<file path="config.mk">
export PLATFORM = sky130hd
export DESIGN_NAME = vga_timing_gen
export DESIGN_NICKNAME = d
export VERILOG_FILES = /design/src/rtl/vga_timing_gen.sv
export SDC_FILE = /design/constraint.sdc
export NUM_CORES = 1
export LEC_CHECK = 0
export ABC_AREA = 1
export ABC_CLOCK_PERIOD_IN_PS = 1600
export BUFFER_PORTS_ARGS = -buffer_cell sky130_fd_sc_hd__buf_2
export CORE_MARGIN = 2
export CORE_UTILIZATION = 55
export CTS_CLUSTER_DIAMETER = 120
export DETAILED_ROUTE_END_ITERATION = 8
export GPL_TIMING_DRIVEN = 0
export PLACE_DENSITY = 0.76
export SETUP_SLACK_MARGIN = 0.15
export SLEW_MARGIN = 20
export SYNTH_ARGS = -nofsm -noshare
export SYNTH_HDL_FRONTEND = slang
export SYNTH_SLANG_ARGS = --single-unit
</file>
<file path="constraint.sdc">
create_clock -name clk -period 1.6 [get_ports clk]
set_input_delay 0.08 -clock clk [delete_from_list [all_inputs] [get_ports clk]]
set_output_delay 0.08 -clock clk [all_outputs]
set_load 0.01 [all_outputs]
</file>
<file path="src/rtl/vga_timing_gen.sv">
// ============================================================================
// Module   : vga_timing_gen
// Brief    : VGA raster timing generator (counters, phase FSMs, registered syncs)
// Revision : 1.0  initial release
// ============================================================================
`default_nettype none

module vga_timing_gen #(
    parameter int   H_ACTIVE = 640,
    parameter int   H_FP     = 16,
    parameter int   H_SYNC   = 96,
    parameter int   H_BP     = 48,
    parameter int   V_ACTIVE = 480,
    parameter int   V_FP     = 10,
    parameter int   V_SYNC   = 2,
    parameter int   V_BP     = 33,
    parameter logic HS_POL   = 1'b0,
    parameter logic VS_POL   = 1'b0
) (
    input  logic       clk,
    input  logic       rst,
    input  logic       en,
    output logic       hsync,
    output logic       vsync,
    output logic       de,
    output logic [9:0] x,
    output logic [9:0] y,
    output logic       line_start,
    output logic       frame_start
);

    localparam int H_TOTAL = H_ACTIVE + H_FP + H_SYNC + H_BP;
    localparam int V_TOTAL = V_ACTIVE + V_FP + V_SYNC + V_BP;

    // Last count of each phase; the FSM leaves the phase on that count.
    localparam logic [9:0] c_H_ACT_END = 10'(H_ACTIVE - 1);
    localparam logic [9:0] c_H_FP_END  = 10'(H_ACTIVE + H_FP - 1);
    localparam logic [9:0] c_H_SYN_END = 10'(H_ACTIVE + H_FP + H_SYNC - 1);
    localparam logic [9:0] c_H_END     = 10'(H_TOTAL - 1);
    localparam logic [9:0] c_V_ACT_END = 10'(V_ACTIVE - 1);
    localparam logic [9:0] c_V_FP_END  = 10'(V_ACTIVE + V_FP - 1);
    localparam logic [9:0] c_V_SYN_END = 10'(V_ACTIVE + V_FP + V_SYNC - 1);
    localparam logic [9:0] c_V_END     = 10'(V_TOTAL - 1);

    localparam logic [1:0] c_H_ACT = 2'd0;
    localparam logic [1:0] c_H_FPS = 2'd1;
    localparam logic [1:0] c_H_SYN = 2'd2;
    localparam logic [1:0] c_H_BPS = 2'd3;
    localparam logic [1:0] c_V_ACT = 2'd0;
    localparam logic [1:0] c_V_FPS = 2'd1;
    localparam logic [1:0] c_V_SYN = 2'd2;
    localparam logic [1:0] c_V_BPS = 2'd3;

    logic [9:0] r_h_cnt;
    logic [9:0] r_v_cnt;
    logic [1:0] r_h_state;
    logic [1:0] r_v_state;

    logic       r_hsync;
    logic       r_vsync;
    logic       r_de;
    logic [9:0] r_x;
    logic [9:0] r_y;
    logic       r_line_start;
    logic       r_frame_start;

    logic w_h_wrap;
    logic w_v_wrap;

    assign w_h_wrap = (r_h_cnt == c_H_END);
    assign w_v_wrap = (r_v_cnt == c_V_END);

    always_ff @(posedge clk) begin
        if (rst) begin
            r_h_cnt   <= '0;
            r_v_cnt   <= '0;
            r_h_state <= c_H_ACT;
            r_v_state <= c_V_ACT;
        end else if (en) begin
            r_h_cnt <= w_h_wrap ? 10'd0 : r_h_cnt + 10'd1;

            case (r_h_state)
                c_H_ACT: if (r_h_cnt == c_H_ACT_END) r_h_state <= c_H_FPS;
                c_H_FPS: if (r_h_cnt == c_H_FP_END)  r_h_state <= c_H_SYN;
                c_H_SYN: if (r_h_cnt == c_H_SYN_END) r_h_state <= c_H_BPS;
                default: if (w_h_wrap)               r_h_state <= c_H_ACT;
            endcase

            // Vertical counter and phase only advance on the line wrap.
            if (w_h_wrap) begin
                r_v_cnt <= w_v_wrap ? 10'd0 : r_v_cnt + 10'd1;
                case (r_v_state)
                    c_V_ACT: if (r_v_cnt == c_V_ACT_END) r_v_state <= c_V_FPS;
                    c_V_FPS: if (r_v_cnt == c_V_FP_END)  r_v_state <= c_V_SYN;
                    c_V_SYN: if (r_v_cnt == c_V_SYN_END) r_v_state <= c_V_BPS;
                    default: if (w_v_wrap)               r_v_state <= c_V_ACT;
                endcase
            end
        end
    end

    // Output stage: one-cycle registered view of the counters and phases.
    always_ff @(posedge clk) begin
        if (rst) begin
            r_hsync       <= ~HS_POL;
            r_vsync       <= ~VS_POL;
            r_de          <= 1'b0;
            r_x           <= '0;
            r_y           <= '0;
            r_line_start  <= 1'b0;
            r_frame_start <= 1'b0;
        end else if (en) begin
            r_hsync       <= (r_h_state == c_H_SYN) ? HS_POL : ~HS_POL;
            r_vsync       <= (r_v_state == c_V_SYN) ? VS_POL : ~VS_POL;
            r_de          <= (r_h_state == c_H_ACT) && (r_v_state == c_V_ACT);
            r_x           <= r_h_cnt;
            r_y           <= r_v_cnt;
            r_line_start  <= (r_h_cnt == 10'd0);
            r_frame_start <= (r_h_cnt == 10'd0) && (r_v_cnt == 10'd0);
        end else begin
            r_line_start  <= 1'b0;
            r_frame_start <= 1'b0;
        end
    end

    assign hsync       = r_hsync;
    assign vsync       = r_vsync;
    assign de          = r_de;
    assign x           = r_x;
    assign y           = r_y;
    assign line_start  = r_line_start;
    assign frame_start = r_frame_start;

endmodule

`default_nettype wire

</file>
; Word-level counts from Yosys, hierarchy flattened
; Cells that the tools add are included.
[op_classes]
n_addsub = 2
multipliers = 0
div_mod_pow = 0
n_lt_le_gt_ge = 0
eq_ne = 18
n_shift = 0
n_mux = 14
bitwise = 1
reduce_logical = 12
[op_table]
columns = cell, n
row1 = $eq 10x10->1 const B, 5
row2 = $eq 10x9->1 const B, 3
row3 = $add 10x1->10 const B, 2
row4 = $logic_not 10->1, 2
row5 = $mux 10, 2
row6 = $mux 2, 8
row7 = $ne 2x2->1 const B, 6
row8 = $pmux 2 s3, 2
row9 = $reduce_bool 4->1, 2
row10 = $reduce_and 6->1, 1
row11 = $reduce_and 5->1, 1
row12 = $eq 2x1->1 const B, 2
row13 = $eq 2x2->1 const B, 2
row14 = $logic_not 2->1, 2
row15 = $logic_and 1x1->1, 2
row16 = $mux 1, 2
row17 = $reduce_and 2->1, 1
row18 = $reduce_or 2->1, 1
row19 = $not 1->1, 1
[totals]
regBits = 49
latchBits = 0
ram_bits = 0
romBits = 0
input_bits = 3
mem_count = 0

; Depth between registers and ports, before layout
[logic_depth]
word_depth = 3
mapped_depth = 11

; Worst setup path after synthesis
; Ideal clock, no wire load.
[synth_timing]
path_type = register to register
start = register r_h_cnt[1]
end = register r_v_cnt[9]
setup_time_ns = 0.114
arrival_ns = 1.372
required_ns = 1.486
slack_ns = 0.113
stages_incl_launch_ff = 12
synth_period_minus_slack_ns = 1.487
path_cell_list = dfxtp_1 ha_1 nand2_2 nor2_4 nand2_2 nor2_4 buf_6 nand3_4 nor2_1 nand2_1 nand2_1 nor2_1
[synth_via]
elab_chain_len = 2
[synth_rtl]
columns = item, line_no
row1 = from (decl), 54  ; logic [9:0] r_h_cnt;
row2 = from (signal assigned), 80  ; r_h_cnt <= w_h_wrap ? 10'd0 : r_h_cnt + 10'd1;
row3 = $eq 10x10->1, 70  ; assign w_h_wrap = (r_h_cnt == c_H_END);
row4 = $reduce_and 2->1 (no source line), n/a
row5 = to (signal assigned), 91  ; r_v_cnt <= w_v_wrap ? 10'd0 : r_v_cnt + 10'd1;
row6 = to (decl), 55  ; logic [9:0] r_v_cnt;
; No other way between the ends.
; A chain may end at the register's enable or synchronous reset.

; Worst setup path after layout
[layout_timing]
start = register r_h_cnt[4]
end = register r_v_cnt[9]
; Same word-level chain as after synthesis.

==> impl_metrics.py <==
metrics = {
    "outcome": {
        "status": "finished clean",
    },
    "final_layout": {
        "final_cells": 426,
        "area_growth_syn_to_layout_pct": 29.76,
        "drive_gt1_frac": 0.3271,
        "fin_nets": 390,
        "final_cell_mix": "nand2_1, nor2_1, dfxtp_1, buf_2, inv_1",
        "layout_commonest_cell": "nand2_1",
        "stdcell_area_um2": 3044,
        "antennaDiodeCount": 0,
        "fill_cells": 296,
    },
    "global_routing": {
        "grt_max_degree": 17,
        "grtUsageTotal": 0.2589,
        "grt_overflow": 0,
        "grt_pass1_wl_um": 10080,
        "grt_pass1_vias": 2132,
        "antenna_found_initial": 0,
    },
    "die": {
        "die_x_um": 69.31,
        "coreArea_um2": 4058,
        "die_h_um": 69.31,
        "rows": 23,
        "die_area_um2": 4804,
        "io-pin-count": 28,
        "start_util": 0.5782,
    },
    "place": {
        "place_inst": 401,
        "port_buffers": 26,
        "placed_area_um2": 2542,
        "gp_congestion": 0.8519,
        "dp_hpwl_um": 3948,
    },
    "sta": {
        "setup_violations": 0,
        "finalSetupTns_ps": 0,
        "hold_viol_final": 0,
        "fin_crit_sh": 0.9629,
        "grt_setup_unrepaired": "yes",
        "fmax_mhz": 649.1,
        "relSlewSlack": 0.5876,
        "fin_worst_skew_ps": 6.759,
        "worstMarginPinSlew_ps": 618.6,
        "hold-worst-slack_ps": 58.09,
        "timing.final.max_slew_violations": 0,
        "fin_crit_ps": 1541,
    },
    "yosys": {
        "syn_inst": 325,
        "synth_warnings": 0,
        "synthFlopType": "dfxtp_1",
        "ys_seq_elements": 49,
        "syn_avg_cell_area_um2": 7.218,
        "synth_nets": 340,
        "synth-edff-count": 0,
        "ys_seq_area_frac": 0.4181,
        "synth_area_um2": 2346,
        "yosysUniqueCellTypes": 29,
        "async_flop_share": 0,
    },
    "job": {
        "maxCapViolCount": 0,
    },
    "power": {
        "ir_drop_uv": 484.5,
        "leakage_nw": 1.165,
        "powerDensity_nw_per_um2": 784.5,
    },
    "worst_setup_path": {
        "max_stage_delay_ps": 420,
        "critical_path_class": "register to register",
        "critPathMaxFanout": 5,
        "cp_num_buf_inv": 1,
        "crit_slowest_cell": "dfxtp_1",
        "crit_chain": "nand2_1 > nor2_2 > nand2_2 > nor2_4 > buf_6 > nand3_4 > nor2_4 > nand2_1 > nand2_1 > nor2_1",
        "cp_top_family": "simple AND/OR/NAND/NOR gates",
        "worst-endpoint-required_ps": 1820,
        "arrival_ps": 1760,
        "start_kind": "register",
        "end_kind": "register",
        "cpMostUsedCell": "nand2_1",
    },
    "clock_tree": {
        "clock-sinks": 49,
        "holdBufCountCts": 0,
        "insertion_delay_ps": 320,
        "cts-root-buf": "clkbuf_8",
        "cts_tree": "done",
        "clk_pin_slew_ps": 100,
        "clockBufferDepth": 2,
        "cts_buffers": 5,
        "htreeDepth": 2,
    },
    "drt": {
        "ant_nets": 0,
        "drcViolationCount": 0,
        "via_per_inst": 5.739,
        "drt_iter0_drc": 266,
        "vias": 2445,
        "dr.pass1.iters": 6,
        "routedWlPerCell_um": 15.77,
        "routed_wl_um": 6717,
    },
    "min_path": {
        "hold_path.class": "input pin to register",
    },
}
-- metal layers --
layer	global-route usage	vias to the layer above	wire [µm]
met4	0.09586	0	176
met3	0.06395	19	520
met1	0.3430	1125	2832
met2	0.4081	144	3189
li1	-	1157	-
met5	0	-	0
-- synth_stat cells, types with 2 or more instances --
cell / n / area (µm²)
o21ai_2: 2 / 17.52
inv_2: 3 / 11.26
nand2_2: 2 / 12.51
inv_1: 34 / 127.6
o21ai_0: 22 / 110.1
xor2_1: 3 / 26.28
clkbuf_1: 7 / 26.28
nand3_1: 15 / 75.07
buf_2: 4 / 20.02
nand4_1: 2 / 12.51
nor2_1: 53 / 198.9
a31oi_1: 2 / 12.51
dfxtp_1: 49 / 980.9
a21oi_1: 27 / 135.1
nor2_4: 2 / 22.52
ha_1: 12 / 150.1
a211oi_1: 4 / 30.03
nand2_1: 57 / 214.0
nor3_1: 15 / 75.07
-- kinds of logic after synthesis --
group / count (synthesis) / share of synthesized area
AOI/OAI and AO/OA: 61 / 0.1419
xor gates and xnor gates: 4 / 0.01494
adders and majority gates: 12 / 0.06400
buffers and inverters: 49 / 0.08373
DFF: 49 / 0.4181
and+or+nand+nor: 150 / 0.2773
-- sequential cells by signal, indices dropped and copies added, names as in the netlist --
signal,count
r_h_state,2
de,1
vsync,1
r_v_state,2
frame_start,1
r_v_cnt,10
y,10
r_h_cnt,10
line_start,1
hsync,1
x,10
-- through the flow --
stage	total power [W]	util	setup slack (ps)
3_3_place_gp	0.001460	0.6266	-46.29
4_1_cts	0.002360	0.6886	82.60
6_report	0.002388	0.7502	59.41
3_5_place_dp	0.001463	0.6266	-14.90
2_1_floorplan	0.001399	-	172.5
5_1_grt	0.002459	0.7502	-25.89
-- where the power goes --
group | switching (W) | leakage, nW | internal (W) | total [W]
Combinational | 0.000118 | 0.705 | 0.0000705 | 0.000188
Clock | 0.000459 | 0.0543 | 0.000468 | 0.000927
Sequential | 0.0000202 | 0.406 | 0.00125 | 0.00127
Total | 0.000597 | 1.17 | 0.00179 | 0.00239
-- worst register-to-register path: stages, from the launching register on --
cell     delay, ps
dfxtp_1        420
nand2_1         90
nor2_2         150
nand2_2         90
nor2_4         190
buf_6          160
nand3_4         90
nor2_4         100
nand2_1         50
nand2_1         70
nor2_1          40
-- worst paths after layout --
check                    end  slack (ps)        from  cells after the start
hold reg to reg        vsync         480       vsync                      2
setup / recovery  r_v_cnt[9]          60  r_h_cnt[4]                     10
setup reg to reg  r_v_cnt[9]          60  r_h_cnt[4]                     10
hold / removal         vsync          60         rst                      3
-- repair_timing --
item | 4_1_cts | 5_1_grt
setup endpoints to repair | 18 | 18
buffers inserted | 8 | 8
pin swaps | 6 | 11
cloned | 1 | 0
gates resized for setup | 26 | 53
-- layout make-up --
cell class                      instances  area, µm²  area share
Timing Repair Buffer                   43      292.8     0.09618
Multi-Input combinational cell        227       1368      0.4492
Clock inverter                          3      46.29     0.01521
Inverter                               37      146.4     0.04809
Sequential cell                        49       1002      0.3292
Buffer                                 12      57.56     0.01891
Clock buffer                            5      68.82     0.02261
Tap cell                               50      62.56     0.02055
No activity file was read; power rests on OpenSTA's default activity.
